$ cat config.mk
export PLATFORM = sky130hd
export DESIGN_NAME = prewish_multiblinker
export DESIGN_NICKNAME = d
export VERILOG_FILES = /design/src/rtl/prewish_pkg.sv /design/src/rtl/prewish_mb_channel.sv /design/src/rtl/prewish_multiblinker.sv
export SDC_FILE = /design/constraint.sdc
export NUM_CORES = 1
export LEC_CHECK = 0
export ABC_AREA = 1
export CAP_MARGIN = 20
export CORE_MARGIN = 5
export CORE_UTILIZATION = 45
export DETAILED_ROUTE_END_ITERATION = 16
export HOLD_SLACK_MARGIN = 0.1
export PLACE_DENSITY = 0.62
export SYNTH_ARGS = -nofsm -noshare
export SYNTH_HDL_FRONTEND = slang
export SYNTH_SLANG_ARGS = --single-unit
$ cat constraint.sdc
create_clock -name i_clk -period 1.88 [get_ports i_clk]
set_input_delay 0.376 -clock i_clk [delete_from_list [all_inputs] [get_ports i_clk]]
set_output_delay 0.376 -clock i_clk [all_outputs]
set_load 0.02 [all_outputs]
$ cat src/rtl/prewish_pkg.sv
// Shared helpers and default geometry for the multi-channel mask blinker.
package prewish_pkg;

   localparam int DEF_MASK_W        = 8;
   localparam int DEF_PRESCALE_BITS = 9;

   function automatic int clog2(input int value);
      int r;
      r = 0;
      for (int v = value - 1; v > 0; v = v >> 1) begin
         r = r + 1;
      end
      return r;
   endfunction

endpackage

$ cat src/rtl/prewish_mb_channel.sv
// One LED channel: double-buffered mask (shadow/pending) feeding a rotating active register.
module prewish_mb_channel
   import prewish_pkg::*;
#(
   parameter int MASK_W = DEF_MASK_W
) (
   input  logic              i_clk,
   input  logic              i_rst_n,
   input  logic              wr_en,
   input  logic [MASK_W-1:0] wr_data,
   input  logic              tick,
   input  logic              frame_end,
   output logic              led,
   output logic [MASK_W-1:0] active
);

   logic [MASK_W-1:0] r_shadow;
   logic [MASK_W-1:0] r_active;
   logic              r_pending;
   logic              w_load;

   assign w_load = tick & frame_end & r_pending;

   // A write on the load edge lands in shadow after the load has taken the old value,
   // and keeps pending set so the new mask plays from the following frame.
   always_ff @(posedge i_clk or negedge i_rst_n) begin
      if (!i_rst_n) begin
         r_shadow  <= '0;
         r_active  <= '0;
         r_pending <= 1'b0;
      end else begin
         if (w_load) begin
            r_active <= r_shadow;
         end else if (tick) begin
            r_active <= {r_active[MASK_W-2:0], r_active[MASK_W-1]};
         end
         if (wr_en) begin
            r_shadow  <= wr_data;
            r_pending <= 1'b1;
         end else if (w_load) begin
            r_pending <= 1'b0;
         end
      end
   end

   assign led    = r_active[MASK_W-1];
   assign active = r_active;

endmodule

$ cat src/rtl/prewish_multiblinker.sv
// Multi-channel mask blinker: strobe write port, shared prescaler/bit index, NUM_CH channels.
// Optional readback of the pre-write active mask on DAT_O when PREWISH_MB_READBACK_EN is defined.
module prewish_multiblinker
   import prewish_pkg::*;
#(
   parameter  int NUM_CH        = 4,
   parameter  int MASK_W        = DEF_MASK_W,
   parameter  int PRESCALE_BITS = DEF_PRESCALE_BITS,
   localparam int ADR_W         = (clog2(NUM_CH) < 1) ? 1 : clog2(NUM_CH)
) (
   input  logic              i_clk,
   input  logic              i_rst_n,
   input  logic              STB_I,
   input  logic [ADR_W-1:0]  ADR_I,
   input  logic [MASK_W-1:0] DAT_I,
   output logic              ACK_O,
`ifdef PREWISH_MB_READBACK_EN
   output logic [MASK_W-1:0] DAT_O,
`endif
   output logic [NUM_CH-1:0] o_led
);

   localparam int                BIT_W    = clog2(MASK_W);
   localparam logic [ADR_W:0]    NUM_CH_L = (ADR_W + 1)'(NUM_CH);
   localparam logic [BIT_W-1:0]  LAST_IDX = BIT_W'(MASK_W - 1);

   logic                     r_stb_q;
   logic                     r_ack;
   logic [PRESCALE_BITS-1:0] r_presc;
   logic [BIT_W-1:0]         r_bit_idx;

   logic                     w_accept;
   logic                     w_in_range;
   logic                     w_tick;
   logic                     w_frame_end;
   logic [NUM_CH-1:0]        w_wr_en;

   assign w_accept    = STB_I & ~r_stb_q;
   assign w_in_range  = {1'b0, ADR_I} < NUM_CH_L;
   assign w_tick      = &r_presc;
   assign w_frame_end = w_tick && (r_bit_idx == LAST_IDX);

   always_ff @(posedge i_clk or negedge i_rst_n) begin
      if (!i_rst_n) begin
         r_stb_q   <= 1'b0;
         r_ack     <= 1'b0;
         r_presc   <= '0;
         r_bit_idx <= '0;
      end else begin
         r_stb_q <= STB_I;
         r_ack   <= w_accept;
         r_presc <= r_presc + 1'b1;
         if (w_tick) begin
            r_bit_idx <= (r_bit_idx == LAST_IDX) ? '0 : r_bit_idx + 1'b1;
         end
      end
   end

   assign ACK_O = r_ack;

`ifdef PREWISH_MB_READBACK_EN
   logic [MASK_W-1:0] w_active [NUM_CH];
   logic [MASK_W-1:0] r_dat;

   // Captures the mask as it stood before the accept edge; out-of-range reads give 0.
   always_ff @(posedge i_clk or negedge i_rst_n) begin
      if (!i_rst_n) begin
         r_dat <= '0;
      end else if (w_accept) begin
         r_dat <= w_in_range ? w_active[ADR_I] : '0;
      end
   end

   assign DAT_O = r_dat;
`endif

   generate
      for (genvar gi = 0; gi < NUM_CH; gi++) begin : g_ch
         assign w_wr_en[gi] = w_accept && w_in_range && (ADR_I == ADR_W'(gi));

         prewish_mb_channel #(
            .MASK_W    (MASK_W)
         ) u_ch (
            .i_clk     (i_clk),
            .i_rst_n   (i_rst_n),
            .wr_en     (w_wr_en[gi]),
            .wr_data   (DAT_I),
            .tick      (w_tick),
            .frame_end (w_frame_end),
            .led       (o_led[gi]),
`ifdef PREWISH_MB_READBACK_EN
            .active    (w_active[gi])
`else
            .active    ()
`endif
         );
      end
   endgenerate

endmodule

==> flow_metrics.py <==
metrics = {
    "synthesis": {
        "yosysUniqueCellTypes": 20,
        "ys_seq_area_share_pct": 53.5,
        "synth-seq-cells": 82,
        "synth_area_sq_um": 3840,
        "syn_avg_cell_area_sq_um": 8.10,
        "synth_top_area_cell": "dfrtp_1",
        "synth_edf_count": 0,
        "ys_top_cells_by_area": "dfrtp_1 53%, nand2_1 15%, inv_1 8.0%",
        "synthCells": 474,
        "yosysMostFrequentCell": "nand2_1",
        "synthFlopType": "dfrtp_1",
        "ys_warn_count": 0,
        "ys_async_sr_fraction_pct": 100,
        "syn_nets": 491,
        "synth_common_cells": "154 x nand2_1, 82 x dfrtp_1, 82 x inv_1, 40 x nand3_1, 33 x nand4_1",
        "yosys.area.top_type_share_pct": 53.5,
    },
    "route": {
        "drt_iter0_markers": 201,
        "drc_errors": 0,
        "antenna_left": 0,
        "wl_per_cell_um": 13.4,
        "top_layer": "met4",
        "wl_met2_um": 3580,
        "wl_um": 8120,
        "dr.pass1.iters": 4,
        "vias_per_cell": 4.94,
        "met1_length_um": 4050,
        "wl_met3_um": 305,
        "dr_total_vias": 3005,
    },
    "global_route": {
        "grt_first_pass_wirelength_um": 13900,
        "grt_pass1_vias": 2937,
        "grt_max_degree": 83,
        "antenna_found_initial": 0,
        "overflow": 0,
        "grtUsageTotal_pct": 17.2,
    },
    "placement": {
        "place_congestion": 0.817,
        "place_ws_ps": -42.0,
        "hpwl_um": 5350,
        "io_buffer_count": 17,
    },
    "floorplan": {
        "num_rows": 33,
        "die_w_um": 102,
        "initial_utilization_pct": 46.5,
        "num_io_pins": 18,
        "die_h_um": 102,
        "die_area_sq_um": 10500,
        "placeableCoreArea_sq_um": 8260,
    },
    "min_path": {
        "whs_path_depth": 1,
        "worst_hold_startpoint": "r_presc[0]$_DFF_PN0_",
        "min_to": "r_presc[0]$_DFF_PN0_",
        "hp-class": "reg2reg",
    },
    "worst_setup_path": {
        "critPathSlowestCell": "clkdlybuf4s50_1",
        "r2r_end": "g_ch[1].u_ch.active[0]$_DFFE_PN0P_",
        "cp-startpoint": "g_ch[0].u_ch.active[7]$_DFFE_PN0P_",
        "path_max_fanout": 3,
        "crit_chain": "clkdlybuf4s50_1",
        "cp.required_ps": 1500,
        "reg2reg_depth": 6,
        "cpPeakStageDelay_ps": 640,
        "critical_path_buf_inv_count": 1,
        "crit_arrival_ps": 1410,
        "r2r_slack_ps": 110,
        "startpoint_type": "register",
        "cp_top_family": "buffers and inverters",
        "critical_path_class": "reg2out",
        "r2r-start": "r_bit_idx[0]$_DFFE_PN0P_",
        "cp-end-kind": "primary output",
    },
    "timing": {
        "rsz0062_at_grt": "true",
        "fin_crit_sh_pct": 95.1,
        "setup-violations-final": 0,
        "hold_violations": 0,
        "min_period_ps": 1790,
        "whs_ps": 449,
        "worst_slew_pin_slew_ps": 589,
        "clock_skew_ps": 11.1,
        "slew_violations": 0,
        "fmax_ghz": 0.559,
        "setup_ws_ps": 91.3,
        "relSlewSlack_pct": 60.8,
        "tns_ps": 0,
    },
    "pwr": {
        "power.leakage_nw": 2.41,
        "power_mw": 3.63,
        "peakVddDrop_uv": 360,
        "powerDensity_nw_per_um2": 813,
    },
    "layout": {
        "antenna_cells": 0,
        "final_nets": 515,
        "area_delta_synth_final_pct": 16.4,
        "fin_util_pct": 54.1,
        "drive_gt1_share_pct": 9.94,
    },
    "cts": {
        "cts_root_buf": "clkbuf_8",
        "cts.sinks": 82,
        "clk_pin_slew_ps": 80,
        "clock_path_buffers": 2,
        "clock_latency_ps": 350,
        "cts_tree": "done",
        "cts_made_buffers": 9,
        "htree_num_levels": 3,
    },
    "outcome": {
        "run_status": "completed",
    },
    "job": {
        "drv_cap": 0,
    },
}
[metal layers]
layer  vias to the layer above  global-route usage, %
met5                         -                      0
met4                         0                   8.17
met3                        14                   2.94
met2                        39                   25.0
met1                      1426                   24.9
li1                       1526                      -
[metrics by stage]
stage | cell area, sq um | instances
6_report | 4470 | 608
5_1_grt | 4470 | 608
4_1_cts | 4380 | 601
3_5_place_dp | 4150 | 584
3_3_place_gp | 4150 | 584
2_1_floorplan | 3840 | 474
[how the worst max path moves through the flow]
stage                                                     to  cells after the start
final                                               o_led[0]                      1
after global routing      g_ch[2].u_ch.active[0]$_DFFE_PN0P_                      9
after CTS                 g_ch[1].u_ch.active[1]$_DFFE_PN0P_                      8
after detailed placement  g_ch[1].u_ch.active[0]$_DFFE_PN0P_                      8
after global placement    g_ch[1].u_ch.active[4]$_DFFE_PN0P_                      8
after floorplan           g_ch[0].u_ch.active[7]$_DFFE_PN0P_                      9
[sequential cells by signal, summed over array words and instances (netlist names)]
signal,cells
g_ch.u_ch.active,32
g_ch.u_ch.r_shadow,32
r_presc,9
g_ch.u_ch.r_pending,4
r_bit_idx,3
ACK_O,1
r_stb_q,1
[logic make-up after synthesis]
group                    Yosys count  synth area share, %
AND/OR/NAND/NOR                  239                 27.8
flip-flops                        82                 53.5
XOR/XNOR                           3                0.685
AO/OA/AOI/OAI                     35                 4.56
adder cells (fa/ha/maj)            4                 1.30
buffers and inverters            111                 12.2
[cell usage in the layout (no fill, tap or decap), drive strengths merged, types with 4 or more instances in the layout]
master / count
ha: 4
buf: 22
inv: 84
nand3: 40
o21ai: 33
nand2: 157
clkbuf: 12
dfrtp: 82
clkdlybuf4s50: 16
nor2: 7
nand4: 34
[what timing repair did]
action,in CTS,in global routing
endpoints found under the hold margin,82,0
resized for setup,1,5
setup buffers,0,7
hold buffers,1,0
endpoints found under the setup margin,30,32
[layout make-up]
type	count	area (sq um)
sequential	82	2050
clock inverter	5	78.8
tap	105	131
clock buffer	11	131
timing repair buffer	40	405
fill	794	3790
inverter	84	315
multi-input combinational	281	1350
[power breakdown]
part | internal (mW) | leakage [nW] | switching, mW
Sequential | 1.89 | 1.06 | 0.0766
Combinational | 0.115 | 1.24 | 0.179
Clock | 0.747 | 0.107 | 0.621
Total | 2.76 | 2.41 | 0.877
Power figures use the tool's default switching activity.
==> edit, RTL diff (config.mk and constraints unchanged) <==
Add a define of `PREWISH_MB_READBACK_EN`.
--- a/src/rtl/prewish_multiblinker.sv
+++ b/src/rtl/prewish_multiblinker.sv
@@ -1,5 +1,7 @@
 // Multi-channel mask blinker: strobe write port, shared prescaler/bit index, NUM_CH channels.
 // Optional readback of the pre-write active mask on DAT_O when PREWISH_MB_READBACK_EN is defined.
+`define PREWISH_MB_READBACK_EN
+
 module prewish_multiblinker
    import prewish_pkg::*;
 #(
Formal check against the unedited RTL (old outputs only; new: DAT_O): equivalent (equiv_simple and equiv_induct, registers matched by name and starting in step).
==> edit against the unedited design <==
- setup slack better by 0.018 ns
- first-iteration DRC count decreased by 13%
- sequential cell count up 8
- cell area grew 15%
- area after synthesis is 17% higher
- wire length up 18%
- worst hold slack worse by 0.0098 ns
- total power increased by 5.4%
- critical endpoint is now o_led[1]
- largest cell class unchanged
- highest routed layer unchanged
==> edit: results (changes against the unedited design) <==
worst r2r dst: g_ch[1].u_ch.active[7]
max_slew headroom: 0.768 (+0.160)
Clk pwr share: 0.347 (-0.030)
crit path from: g_ch[1].u_ch.active[7]
worst-skew pair later-pin latency: 0.37 ns (+0.02 ns)
Worst VDD drop: 367 uV (+2.2%)
fillers: 1,001 (+26%)
arrival time of the worst setup path: 1.39 ns (-0.02 ns)
fraction of area in multi-input gates: 0.350 (+0.0470)
count of multi-input combinational gates: 367 (+31%)
Fin Clk Skew: 0.0120 ns (+0.000847 ns)
Worst Reg-to-Reg Cells: 9 (+3)
Routability Congestion: 0.799 (-2.1%)
Worst Hold Class: in -> async
status: completed
CP Capture Point: o_led[1]
vias after detailed routing: 3,430 (+14%)
met2 wire length: 4280 um (+20%)
CLK BUF: 12 (+1)
internal power: 2.85 mW (+3.6%)
Final nets: 613 (+19%)
flop2flop setup slack: 0.11 ns (about the same)
global-route met2 utilization: 0.273 (+0.0222)
GRT met3 Usage: 0.0252 (-0.00410)
DP Area: 0.00484 mm^2 (+17%)
Syn Nets: 582 (+19%)
FF/Latch Area: 0.00225 mm^2 (+9.8%)
reg-to-reg critical path startpoint: r_presc[0]
combinational power: 360 uW (+22%)
synth unique cells: 24 (+20%)
Seq cells: 90 (+9.8%)
Leakage: 2.79 nW (+16%)
Post-DP HPWL: 6720 um (+26%)
global-route wire length before repair: 16,600 um (+19%)
Final clock-cell share: 0.0381 (-0.00892)
ranking of synthesized cells by area: dfrtp_1 50%, nand2_1 22%, inv_1 6.9%, nand3_1 4.0%, o21ai_2 3.1%
met1 WL: 4730 um (+17%)
Seq pwr share: 0.559 (+0.017)
number of global-route vias before repair: 3,370 (+15%)
M1 GR Usage: 0.253 (+0.00379)
==> edit: repair_timing <==
item                                   4_1_cts  5_1_grt
cloned                                       0        2
setup endpoints to repair                   34       37
setup buffers                                0        3
gates resized for setup                      3        8
hold buffers                                 1        0
endpoints found under the hold margin       16        0
pin swaps                                    1        3
==> edit: cells by family after synthesis <==
kind of cell | after synthesis | share of synthesized area
AOI/OAI and AO/OA | 38 | 0.0556
xor gates and xnor gates | 4 | 0.00779
adders and majority gates | 4 | 0.0111
buffers and inverters | 110 | 0.115
DFF | 90 | 0.501
and+or+nand+nor | 319 | 0.310
==> edit: through the flow <==
step / std cells / setup WS [ns]
floorplan: 565 / 0.208
global placement: 712 / 0.000293
detailed placement: 712 / -0.0453
CTS: 729 / 0.0110
global route: 734 / -0.0545
finish: 734 / 0.110
